$ cat src/rtl/mem_access_unit_pkg.sv
// Shared encodings and helpers for the memory access unit.
// Size codes, FSM states, the registered request payload and the store-lane merge.
package mem_access_unit_pkg;

  localparam int unsigned DATA_W = 32;

  typedef enum logic [1:0] {
    SZ_BYTE = 2'b00,
    SZ_HALF = 2'b01,
    SZ_WORD = 2'b10,
    SZ_ILL  = 2'b11
  } size_e;

  typedef enum logic [2:0] {
    IDLE    = 3'd0,
    READ    = 3'd1,
    CAPTURE = 3'd2,
    WRITE   = 3'd3,
    RESP    = 3'd4
  } state_e;

  typedef struct packed {
    logic              we;
    logic [1:0]        size;
    logic              sgn;
    logic [DATA_W-1:0] wdata;
  } req_t;

  // Illegal size or an address not aligned to the access size.
  function automatic logic is_bad_req(input logic [1:0] size, input logic [1:0] a);
    logic bad;
    bad = 1'b0;
    case (size)
      SZ_HALF: bad = a[0];
      SZ_WORD: bad = (a != 2'b00);
      SZ_ILL:  bad = 1'b1;
      default: bad = 1'b0;
    endcase
    return bad;
  endfunction

  // Replace the addressed little-endian lane of word with the low bits of wdata.
  function automatic logic [DATA_W-1:0] merge_store(input logic [DATA_W-1:0] word,
                                                    input logic [DATA_W-1:0] wdata,
                                                    input logic [1:0]        a,
                                                    input logic [1:0]        size);
    logic [DATA_W-1:0] r;
    r = word;
    if (size == SZ_BYTE) begin
      case (a)
        2'd0:    r[7:0]   = wdata[7:0];
        2'd1:    r[15:8]  = wdata[7:0];
        2'd2:    r[23:16] = wdata[7:0];
        default: r[31:24] = wdata[7:0];
      endcase
    end else if (size == SZ_HALF) begin
      if (a[1]) r[31:16] = wdata[15:0];
      else      r[15:0]  = wdata[15:0];
    end else begin
      r = wdata;
    end
    return r;
  endfunction

endpackage

$ cat src/rtl/mem_access_unit_load_ext.sv
// Load lane select with sign/zero extension to a full 32-bit result.
module load_ext
  import mem_access_unit_pkg::*;
(
  input  logic [31:0] word,
  input  logic [1:0]  addr,
  input  logic [1:0]  size,
  input  logic        is_signed,
  output logic [31:0] data
);

  logic [7:0]  byte_c;
  logic [15:0] half_c;

  always_comb begin
    byte_c = 8'h00;
    case (addr)
      2'd0:    byte_c = word[7:0];
      2'd1:    byte_c = word[15:8];
      2'd2:    byte_c = word[23:16];
      default: byte_c = word[31:24];
    endcase
    half_c = addr[1] ? word[31:16] : word[15:0];

    data = word;
    case (size)
      SZ_BYTE: data = {{24{is_signed & byte_c[7]}}, byte_c};
      SZ_HALF: data = {{16{is_signed & half_c[15]}}, half_c};
      default: data = word;
    endcase
  end

endmodule

$ cat src/rtl/mem_access_unit.sv
// CPU load/store front end for a single-port synchronous word RAM.
// Sub-word stores are done as read-modify-write; misaligned requests return an error.
module mem_access_unit
  import mem_access_unit_pkg::*;
#(
  parameter int unsigned ADDR_W = 10
) (
  input  logic              clk,
  input  logic              reset,
  input  logic              req_valid,
  output logic              req_ready,
  input  logic              req_we,
  input  logic [1:0]        req_size,
  input  logic              req_signed,
  input  logic [31:0]       req_addr,
  input  logic [31:0]       req_wdata,
  output logic              rsp_valid,
  output logic [31:0]       rsp_rdata,
  output logic              rsp_err,
  output logic              mem_en,
  output logic              mem_we,
  output logic [ADDR_W-1:0] mem_addr,
  output logic [31:0]       mem_wdata,
  input  logic [31:0]       mem_rdata
);

  localparam int unsigned AW = ADDR_W + 2;

  state_e          state_q, state_d;
  req_t            req_q, req_d;
  logic [AW-1:0]   addr_q, addr_d;
  logic            err_q, err_d;
  logic [31:0]     word_q, word_d;
  logic [31:0]     load_data_c;
  logic            bad_c;

  // Address bits above the RAM range wrap and are intentionally dropped.
  logic unused_addr_c;
  assign unused_addr_c = ^req_addr[31:AW];

  load_ext u_load_ext (
    .word      (word_q),
    .addr      (addr_q[1:0]),
    .size      (req_q.size),
    .is_signed (req_q.sgn),
    .data      (load_data_c)
  );

  always_ff @(posedge clk or negedge reset) begin
    if (!reset) begin
      state_q <= IDLE;
      req_q   <= '0;
      addr_q  <= '0;
      err_q   <= 1'b0;
      word_q  <= '0;
    end else begin
      state_q <= state_d;
      req_q   <= req_d;
      addr_q  <= addr_d;
      err_q   <= err_d;
      word_q  <= word_d;
    end
  end

  // Next state; outputs depend only on state and registered request fields.
  always_comb begin
    state_d   = state_q;
    req_d     = req_q;
    addr_d    = addr_q;
    err_d     = err_q;
    word_d    = word_q;
    bad_c     = is_bad_req(req_size, req_addr[1:0]);
    req_ready = 1'b0;
    rsp_valid = 1'b0;
    rsp_err   = 1'b0;
    rsp_rdata = '0;
    mem_en    = 1'b0;
    mem_we    = 1'b0;
    mem_addr  = addr_q[AW-1:2];
    mem_wdata = merge_store(word_q, req_q.wdata, addr_q[1:0], req_q.size);

    case (state_q)
      IDLE: begin
        req_ready = 1'b1;
        if (req_valid) begin
          req_d  = '{we: req_we, size: req_size, sgn: req_signed, wdata: req_wdata};
          addr_d = req_addr[AW-1:0];
          err_d  = bad_c;
          if (bad_c)                              state_d = RESP;
          else if (req_we && req_size == SZ_WORD) state_d = WRITE;
          else                                    state_d = READ;
        end
      end
      READ: begin
        mem_en  = 1'b1;
        state_d = CAPTURE;
      end
      CAPTURE: begin
        word_d  = mem_rdata;
        state_d = req_q.we ? WRITE : RESP;
      end
      WRITE: begin
        mem_en  = 1'b1;
        mem_we  = 1'b1;
        state_d = RESP;
      end
      RESP: begin
        rsp_valid = 1'b1;
        rsp_err   = err_q;
        if (!err_q && !req_q.we) rsp_rdata = load_data_c;
        state_d   = IDLE;
      end
      default: state_d = IDLE;
    endcase
  end

endmodule

$ cat config.mk
export PLATFORM = sky130hd
export DESIGN_NAME = mem_access_unit
export DESIGN_NICKNAME = d
export VERILOG_FILES = /design/src/rtl/mem_access_unit_pkg.sv /design/src/rtl/mem_access_unit_load_ext.sv /design/src/rtl/mem_access_unit.sv
export SDC_FILE = /design/constraint.sdc
export NUM_CORES = 1
export LEC_CHECK = 0
export ABC_AREA = 1
export BUFFER_PORTS_ARGS = -buffer_cell sky130_fd_sc_hd__buf_2
export CAP_MARGIN = 15
export CORE_MARGIN = 2
export CORE_UTILIZATION = 40
export CTS_CLUSTER_SIZE = 12
export DETAILED_ROUTE_END_ITERATION = 7
export GPL_TIMING_DRIVEN = 0
export PLACE_DENSITY_LB_ADDON = 0.05
export SLEW_MARGIN = 10
export SYNTH_ARGS = -nofsm -noshare
export SYNTH_HDL_FRONTEND = slang
export SYNTH_SLANG_ARGS = --single-unit
$ cat constraint.sdc
create_clock -name clk -period 3.2 [get_ports clk]
set_input_delay 0.48 -clock clk [delete_from_list [all_inputs] [get_ports clk]]
set_output_delay 0.48 -clock clk [all_outputs]
set_load 0.01 [all_outputs]
==> out/metrics.cfg <==
[status]
outcome = complete, no violations

[drt]
routed_wl_um = 19000
postRouteAntennaNets = 0
drt_pass1_iterations = 6
num_vias = 5625
drtIter0Drc = 364
wl_per_cell_um = 17.5
drc = 0
viasPerCell = 5.17

[pwr]
p_per_area_nw_per_um2 = 1180
combPwrFrac_pct = 56.7
internal-power_mw = 3.71
leakage_nw = 3.47
p_sw_share_pct = 51.4
max-vdd-ir-drop_uv = 574
p_seq_share_pct = 28.9
p_clk_share_pct = 14.4
switchingPower_mw = 3.93

[yosys]
synth_area_leaders = dfrtp_1, nand2_1, o21ai_0
yosys.cell_count.top_type = nand2_1
dominantRegCellSynth = dfrtp_1
syn-cell-area_sq_um = 5140
yosysWarnings = 0
synth_fp_nets = 842
synth_cell_types = 30
synthCells = 739
synth_edf_count = 0
synth_top_area_share_pct = 40.9
avgSynthCellArea_sq_um = 6.96
synth-async-reset-ratio_pct = 100
netlist_top_cells_count = nand2_1, o21ai_0, dfrtp_1
synth_top_area_cell = dfrtp_1
ys_seq_area_share_pct = 40.9
synth-seq-cells = 84

[sta]
finalHoldViolations = 0
slew_headroom_pct = 61.1
tightest_slew_ps = 584
fin_skew_ps = 4.86
timing.final.crit_share_pct = 83.7
tns_ps = 0
slew_violations = 0
min_period_ps = 2680
finalSetupViolCount = 0
setup_ws_ps = 522
fmax_ghz = 0.373
rsz0062_at_grt = false

[placement]
place_worst_setup_slack_ps = 906
io_buffers = 161
hpwlAfterDp_um = 14900
gp_congestion = 0.906

[clock_tree]
cts_tree = built
clkTransAtPathRegs_ps = 60
ctsHoldBuffers = 0
cts_max_path_buffers = 2
htree_levels = 3
clkSinkCount = 84
cts_made_buffers = 9
ctsResizeCount = 0
insertion_delay_ps = 350
cts_root_buffer = clkbuf_16
post_cts_buffers = 0

[floorplanning]
core_sq_um = 12600
die_w_um = 117
die_area_sq_um = 13800
initial_core_util_pct = 40.9
io_pins = 182
die_height_um = 117
rows = 41

[global_route]
antenna_found_initial = 0
grt.overflow.total = 0
grt_usage_pct = 27.9
grt_pass1_vias = 5495
grt_pass1_wl_um = 29700
grt_max_degree = 51

[worst_setup_path]
arrival_ps = 2200
critPathLaunchType = flip-flop
path_class = flip-flop to primary output
cp.required_ps = 2720
critPathMaxFanout = 10
path_cells = buf_6, nor2_4, nand2_1, nand3_1, nand3_2, nand3_2, nand2_4, buf_8, nor2_4, buf_2
crit_slowest_cell = dfrtp_1
rrSetupSlack_ps = 1210
cpPeakStageDelay_ps = 380
end_kind = primary output

[hold_path]
worst_hold_path_type = input pin to async pin

[layout]
nets = 1015
antennaDiodeCount = 0
drive_gt1_share_pct = 25.5
syn2layout_area_growth_pct = 26.4

[job]
cap_violations = 0

[kinds of logic (layout without fill, tap and decap cells)]
logic type / Yosys count / in the layout / synth area share [%]
flip-flops: 84 / 84 / 40.9
buffers and inverters: 109 / 287 / 9.88
AND/OR/NAND/NOR: 359 / 359 / 29.8
AO/OA/AOI/OAI: 187 / 187 / 19.4
[stage by stage]
step	utilization, %	area, sq um	total power, mW	instances	hold WS, ps
finish	51.7	6500	7.64	1089	86.2
global route	51.7	6500	8.25	1089	115
CTS	51.7	6500	7.64	1089	93.5
detailed placement	49.3	6190	6.52	1073	460
global placement	49.0	6160	6.45	1072	456
floorplan	-	5140	4.75	739	184
[flip-flops by register name, summed over array words and instances, names as in the netlist]
signal	count
req_q	36
word_q	32
addr_q	12
state_q	3
err_q	1
[layout make-up]
cell class / instances / area (sq um)
buffer: 50 / 287
clock buffer: 10 / 229
clock inverter: 6 / 76.3
fill: 1337 / 6070
inverter: 59 / 221
multi-input combinational: 546 / 2530
sequential: 84 / 2100
tap: 172 / 215
timing repair buffer: 162 / 836
[placed cells by master (no fill, tap or decap), types with 3 or more instances in the layout]
cell type  netlist  routed
a21oi_1         46      46
buf_2           10     170
buf_4           16      17
clkbuf_1        20      21
clkbuf_16        0       9
dfrtp_1         84      84
inv_1           52      52
inv_2            6       6
inv_6            0       3
nand2_1        246     246
nand3_1         27      27
nor2_1          60      60
nor2_2           4       4
nor2_4          13      13
o211ai_1         4       4
o21ai_0        109     109
o21ai_1          5       5
o221ai_1         9       9
o22ai_1         12      12
[per-layer routing]
layer	wire, um	GRT usage, %	up-vias
li1	-	-	2738
met1	8350	36.7	2630
met2	8670	44.3	212
met3	1290	6.52	45
met4	724	11.8	0
met5	0	0	-
[worst paths after layout]
path / depth (start not counted) / to / startpoint
min in group clk: 3 / req_q[30] / req_wdata[30]
max in group asynchronous: 2 / word_q[16] / reset
max: 10 / rsp_rdata[24] / addr_q[0]
min reg2reg: 2 / addr_q[6] / addr_q[6]
max reg2reg: 4 / word_q[8] / state_q[2]
min: 1 / state_q[0] / reset
[power by group through the flow]
| stage | Clock, mW | Sequential, mW | Combinational [mW] |
|---|---|---|---|
| after detailed placement | 0 | 2.21 | 4.31 |
| after global routing | 1.16 | 2.27 | 4.83 |
| final | 1.10 | 2.21 | 4.33 |
| after CTS | 1.11 | 2.19 | 4.33 |
| after global placement | 0 | 2.20 | 4.25 |
| after floorplan | 0 | 1.92 | 2.83 |
[worst max-delay path: cells and delay by family, from the launching register on]
kind	cells	cell delay [ps]
flops	1	380
simple gates	7	990
buf+inv	3	480
(Power assumes the default switching activity.)
